--- config.mk ---
export PLATFORM = sky130hd
export DESIGN_NAME = spi_slv16_flat
export DESIGN_NICKNAME = d
export VERILOG_FILES = /design/src/rtl/spi_slv16_pkg.sv /design/src/rtl/spi_slv16_if.sv /design/src/rtl/spi_slv16_edge_sync.sv /design/src/rtl/spi_slv16.sv /design/src/flat_wrapper.sv
export SDC_FILE = /design/constraint.sdc
export NUM_CORES = 1
export LEC_CHECK = 0
export ABC_AREA = 1
export ABC_CLOCK_PERIOD_IN_PS = 2000
export BUFFER_PORTS_ARGS = -buffer_cell sky130_fd_sc_hd__buf_2
export CAP_MARGIN = 20
export CELL_PAD_IN_SITES_DETAIL_PLACEMENT = 1
export CELL_PAD_IN_SITES_GLOBAL_PLACEMENT = 2
export CORE_ASPECT_RATIO = 1.4
export CORE_MARGIN = 10
export CORE_UTILIZATION = 33
export CTS_BUF_LIST = sky130_fd_sc_hd__clkbuf_8
export CTS_CLUSTER_DIAMETER = 40
export DETAILED_ROUTE_END_ITERATION = 12
export HOLD_SLACK_MARGIN = 0.05
export PLACE_DENSITY = 0.92
export SETUP_SLACK_MARGIN = 0.2
export SLEW_MARGIN = 25
export SYNTH_ARGS = -nofsm -noshare
export SYNTH_HDL_FRONTEND = slang
export SYNTH_SLANG_ARGS = --single-unit
--- constraint.sdc ---
create_clock -name clk -period 2 [get_ports clk]
set_clock_uncertainty 0.15 [all_clocks]
set_input_delay 0.2 -clock clk [delete_from_list [all_inputs] [get_ports clk]]
set_output_delay 0.2 -clock clk [all_outputs]
set_load 0.005 [all_outputs]
--- src/rtl/spi_slv16_pkg.sv ---
// spi_slv16 shared types and constants.
// Frame length and bit-counter sizing live here.
package spi_slv_pkg;

  typedef enum logic [0:0] {
    IDLE  = 1'b0,
    SHIFT = 1'b1
  } state_e;

  localparam int FRAME_BITS = 16;
  localparam int CNT_W      = 5;

  localparam logic [CNT_W-1:0] CNT_FULL = CNT_W'(FRAME_BITS);
  localparam logic [CNT_W-1:0] CNT_SAT  = CNT_W'(FRAME_BITS + 1);

endpackage

--- src/rtl/spi_slv16_if.sv ---
// SPI pin bundle between an SPI master and spi_slv16.
// Master drives select/clock/data-out, slave drives MISO.
interface spi_slv16_if;

  logic SS_n;
  logic SCLK;
  logic MOSI;
  logic MISO;

  modport master (
    output SS_n,
    output SCLK,
    output MOSI,
    input  MISO
  );

  modport slave (
    input  SS_n,
    input  SCLK,
    input  MOSI,
    output MISO
  );

endinterface

--- src/rtl/spi_slv16_edge_sync.sv ---
// Synchronizer chain plus history flop for one async pin.
// Chain is left unreset so a held pin never fakes an edge.
module spi_edge_sync #(
  parameter int SYNC_STAGES = 2
) (
  input  logic clk,
  input  logic i_d,
  output logic o_lvl,
  output logic o_rise,
  output logic o_fall
);

  logic [SYNC_STAGES-1:0] r_sync;
  logic                   r_hist;

  always_ff @(posedge clk) begin
    r_sync <= {r_sync[SYNC_STAGES-2:0], i_d};
    r_hist <= r_sync[SYNC_STAGES-1];
  end

  assign o_lvl  = r_sync[SYNC_STAGES-1];
  assign o_rise = o_lvl & ~r_hist;
  assign o_fall = ~o_lvl & r_hist;

endmodule

--- src/rtl/spi_slv16.sv ---
// 16-bit SPI responder: returns tx_buf on MISO, captures
// the MOSI command and flags good or malformed frames.
import spi_slv_pkg::*;

module spi_slv16 #(
  parameter int SYNC_STAGES = 2
) (
  input  logic               clk,
  input  logic               rst_n,
  spi_slv16_if.slave         spi,
  input  logic [15:0]        tx_data,
  input  logic               tx_ld,
  output logic [15:0]        rx_data,
  output logic               rdy,
  output logic               frm_err
);

  localparam logic [0:0] S_IDLE  = IDLE;
  localparam logic [0:0] S_SHIFT = SHIFT;

  logic w_ss_lvl, w_ss_rise, w_ss_fall;
  logic w_sck_lvl, w_sck_rise, w_sck_fall;
  logic w_mosi, w_mosi_rise, w_mosi_fall;
  logic w_unused;

  spi_edge_sync #(.SYNC_STAGES(SYNC_STAGES)) u_ss (
    .clk    (clk),
    .i_d    (spi.SS_n),
    .o_lvl  (w_ss_lvl),
    .o_rise (w_ss_rise),
    .o_fall (w_ss_fall)
  );

  spi_edge_sync #(.SYNC_STAGES(SYNC_STAGES)) u_sck (
    .clk    (clk),
    .i_d    (spi.SCLK),
    .o_lvl  (w_sck_lvl),
    .o_rise (w_sck_rise),
    .o_fall (w_sck_fall)
  );

  spi_edge_sync #(.SYNC_STAGES(SYNC_STAGES)) u_mosi (
    .clk    (clk),
    .i_d    (spi.MOSI),
    .o_lvl  (w_mosi),
    .o_rise (w_mosi_rise),
    .o_fall (w_mosi_fall)
  );

  assign w_unused = ^{w_ss_lvl, w_sck_lvl, w_sck_fall,
                      w_mosi_rise, w_mosi_fall};

  logic [0:0]            r_state;
  logic [15:0]           r_tx_buf;
  logic [FRAME_BITS-1:0] r_shft;
  logic [CNT_W-1:0]      r_bit_cnt;

  always_ff @(posedge clk) begin
    if (!rst_n) begin
      r_state   <= S_IDLE;
      r_tx_buf  <= '0;
      r_shft    <= '0;
      r_bit_cnt <= '0;
      rx_data   <= '0;
      rdy       <= 1'b0;
      frm_err   <= 1'b0;
    end else begin
      rdy     <= 1'b0;
      frm_err <= 1'b0;
      if (tx_ld) begin
        r_tx_buf <= tx_data;
      end
      unique case (r_state)
        S_IDLE: begin
          if (w_ss_fall) begin
            r_state   <= S_SHIFT;
            r_shft    <= tx_ld ? tx_data : r_tx_buf;
            r_bit_cnt <= '0;
          end
        end
        S_SHIFT: begin
          if (w_ss_rise) begin
            r_state <= S_IDLE;
            if (r_bit_cnt == CNT_FULL) begin
              rx_data <= r_shft;
              rdy     <= 1'b1;
            end else begin
              frm_err <= 1'b1;
            end
          end else if (w_sck_rise) begin
            r_shft <= {r_shft[FRAME_BITS-2:0], w_mosi};
            // Saturate so over-long frames can never wrap to 16.
            if (r_bit_cnt != CNT_SAT) begin
              r_bit_cnt <= r_bit_cnt + 1'b1;
            end
          end
        end
      endcase
    end
  end

  assign spi.MISO = (r_state == S_SHIFT) ? r_shft[FRAME_BITS-1] : 1'b0;

endmodule
--- src/flat_wrapper.sv ---
// flat-port wrapper written by rule: the top's interface ports become plain ports
module spi_slv16_flat 
#(
  parameter int SYNC_STAGES = 2
)
  (clk, rst_n, tx_data, tx_ld, rx_data, rdy, frm_err, spi_SS_n, spi_SCLK, spi_MOSI, spi_MISO);
  spi_slv16_if spi_i ();
  input  logic clk;
  input  logic rst_n;
  input  logic [15:0] tx_data;
  input  logic tx_ld;
  output logic [15:0] rx_data;
  output logic rdy;
  output logic frm_err;
  input wire logic [$bits(spi_i.SS_n)-1:0] spi_SS_n;
  input wire logic [$bits(spi_i.SCLK)-1:0] spi_SCLK;
  input wire logic [$bits(spi_i.MOSI)-1:0] spi_MOSI;
  output wire logic [$bits(spi_i.MISO)-1:0] spi_MISO;
  assign spi_i.SS_n = spi_SS_n;
  assign spi_i.SCLK = spi_SCLK;
  assign spi_i.MOSI = spi_MOSI;
  assign spi_MISO = spi_i.MISO;
  spi_slv16 #(.SYNC_STAGES(SYNC_STAGES)) u_core (.clk(clk), .rst_n(rst_n), .spi(spi_i), .tx_data(tx_data), .tx_ld(tx_ld), .rx_data(rx_data), .rdy(rdy), .frm_err(frm_err));
endmodule
==> flow_summary_export.csv <==
group,metric,value,unit
power_and_ir_drop,seqPwrFrac,53.3,%
cts,cts-root-buf,"clkbuf_8",
logic_synthesis,synth_area_leader_cell,"dfxtp_1",
die,io_pins,41,
cells_and_area,final_cells,483,
cells_and_area,fillCellCount,926,
power_and_ir_drop,powerDensity,876,mW/mm^2
die,fp.dieW,93.7,um
timing,rsz0062_at_grt,"no",
cts,numCtsBuffers,9,
logic_synthesis,yosys_register_bits,64,
hold_path,hold_class,"input pin to register",
critical_path,path_max_fanout,35,
cts,cts.sinks,64,
grt,grt_use_total,11.4,%
routing,num_vias,2205,
cts,clk_pin_slew_worst_paths,0.07,ns
routing,routed_wl,6160,um
placed_design,place.gp.congestion,0.728,
timing,finalHoldViolCount,0,
placed_design,hpwl,4490,um
power_and_ir_drop,max-vdd-ir-drop,0.000326,V
timing,period_share,83.6,%
power_and_ir_drop,switching_share,25.8,%
critical_path,timing.rr.start,"u_core.r_bit_cnt[1]",
die,rows,37,
placed_design,place_inst,462,
grt,grt_pass1_vias,2265,
die,die_area,0.0115,mm^2
die,die_height,123,um
grt,grt_max_degree,37,
logic_synthesis,avgSynthCellArea,7.38,um^2
logic_synthesis,yosysSeqAreaShare,51.0,%
power_and_ir_drop,clkPwrFrac,37.0,%
critical_path,crit_start,"u_core.r_state",
critical_path,worstPathArrival,1.32,ns
power_and_ir_drop,p_int,1.95,mW
logic_synthesis,synthesis.nets,365,
logic_synthesis,synth_area,0.00251,mm^2
grt,antenna_found_initial,0,
cts,cts_tree,"done",
logic_synthesis,synth_top_cell_area_share,51.0,%
logic_synthesis,synth.area.top_cells,"dfxtp_1 (51%), nor2_1 (13%), o21ai_0 (12%), nand2_1 (7.5%), inv_1 (4.2%)",
cts,cts_buffer_depth,2,
run,max_cap_violations,0,
logic_synthesis,syn_inst,340,
hold_path,hold_start,"tx_data[11]",
critical_path,path_class,"register to output pin",
routing,first_pass_iters,4,
routing,vias_per_cell,4.57,
timing,hold_ws,0.0738,ns
routing,drt_iter0_drc,73,
cells_and_area,nNetsFinal,407,
routing,drcViolationCount,0,
timing,fmax,598,MHz
power_and_ir_drop,p_sw,0.677,mW
timing,drv_slew,0,
routing,ant_nets,0,
cells_and_area,antenna_cells,0,
die,design.core.area,0.00736,mm^2
timing,setup_tns,0,ns
cells_and_area,drive_gt1_share,17.6,%
critical_path,crit_required,1.65,ns
timing,setup_violations,0,
cts,htreeDepth,3,
logic_synthesis,yosysWarnings,0,
timing,worst_pin_slew,0.689,ns
grt,overflow,0,
status,outcome,"complete, no violations",
grt,grt_pass1_wl,10600,um
critical_path,endpoint_kind,"output pin",
placed_design,port_buffers,40,
timing,slew_headroom,54.0,%
logic_synthesis,yosysUniqueCellTypes,19,
routing,wire_per_inst,12.8,um
power_and_ir_drop,power_frac_comb,9.7,%
cts,clkLatencyLatePin,0.33,ns
power_and_ir_drop,p_leak,1.45,nW
timing,final.min_clock_period,1.67,ns
die,initial_core_util,34.1,%
cells_and_area,area_delta_synth_final,19.3,%
critical_path,cp-start-kind,"register",
## layout make-up
cell class | count | area, um^2 | share of cell area, %
clock inverters | 4 | 21.3 | 0.710
well taps | 97 | 121 | 4.05
inverters | 30 | 118 | 3.93
flip-flops and latches | 64 | 1280 | 42.8
repair buffers | 49 | 283 | 9.44
multi-input cells | 228 | 1020 | 34.0
clock buffers | 11 | 151 | 5.05
## path summary, 6_finish.rpt
| kind | to | slack (ns) | cells after the start |
|---|---|---|---|
| setup / recovery | spi_MISO | 0.33 | 4 |
| hold / removal | u_core.r_tx_buf[11] | 0.07 | 5 |
| setup reg to reg | u_core.r_bit_cnt[4] | 0.40 | 9 |
| hold reg to reg | u_core.u_sck.r_sync[1] | 0.18 | 0 |
## per-stage QoR
step | total power, mW | utilization [%] | setup slack (ns) | cell area, um^2
after global placement | 1.67 | 37.5 | 0.343 | 2760
final | 2.62 | 40.7 | 0.327 | 3000
after floorplan | 1.60 | - | 0.578 | 2510
after detailed placement | 1.68 | 37.5 | 0.329 | 2760
after global routing | 2.77 | 40.7 | 0.224 | 3000
after CTS | 2.66 | 40.3 | 0.277 | 2970
## placed cells by master, fill, tap and decap left out, drive strengths merged
cell | synthesis | final
nor2 | 91 | 91
nand3 | 10 | 10
nand4 | 1 | 1
dfxtp | 64 | 64
inv | 30 | 31
clkinvlp | 0 | 1
a21oi | 7 | 7
o21ai | 65 | 65
clkbuf | 9 | 11
nand2 | 50 | 50
xnor2 | 1 | 1
buf | 9 | 46
dlygate4sd3 | 0 | 3
clkinv | 0 | 2
ha | 3 | 3
## state kept, by name (all words and copies together), names as in the netlist, 2 cells and up
signal,count
u_core.r_shft,16
u_core.r_tx_buf,16
u_core.rx_data,16
u_core.r_bit_cnt,5
u_core.u_mosi.r_sync,2
u_core.u_sck.r_sync,2
u_core.u_ss.r_sync,2
## metal layers
layer	vias up	global-route usage (%)	part of all wire (%)
li1	1156	-	-
met1	1013	13.1	45
met2	30	19.0	50
met3	6	2.97	3.0
met4	0	5.43	1.8
met5	-	0	0
## critical path: stages (launching register included)
cell	delay, ns
dfxtp_1	0.50
buf_8	0.25
nand2_1	0.08
inv_1	0.05
buf_2	0.10
## cell families (layout without fill, tap and decap cells)
kind of cell,after synthesis,after routing,share of synthesized area (%)
buf+inv,48,94,8.32
compound gates,72,72,14.4
flops,64,64,51.0
simple gates,152,152,24.4
fa+ha+maj,3,3,1.50
xor+xnor,1,1,0.349
## power by group through the flow
stage | Combinational (mW) | Clock [mW] | Sequential [mW]
floorplan | 0.192 | 0 | 1.41
finish | 0.254 | 0.971 | 1.40
detailed placement | 0.254 | 0 | 1.43
global route | 0.303 | 1.06 | 1.41
CTS | 0.261 | 1.00 | 1.40
global placement | 0.245 | 0 | 1.42
## synthesized netlist by cell type (all sizes together)
master	count
o21ai	65
nor2	91
clkbuf	9
a21oi	7
nand3	10
buf	9
ha	3
nand2	50
xnor2	1
nand4	1
dfxtp	64
inv	30
## repair_timing
action | CTS | global route
setup buffers | 0 | 3
gates resized for setup | 1 | 1
endpoints found under the setup margin | 1 | 15
pin swaps | 0 | 1
hold buffers | 3 | 0
hold endpoints to repair | 3 | 0
(Power assumes the default switching activity.)
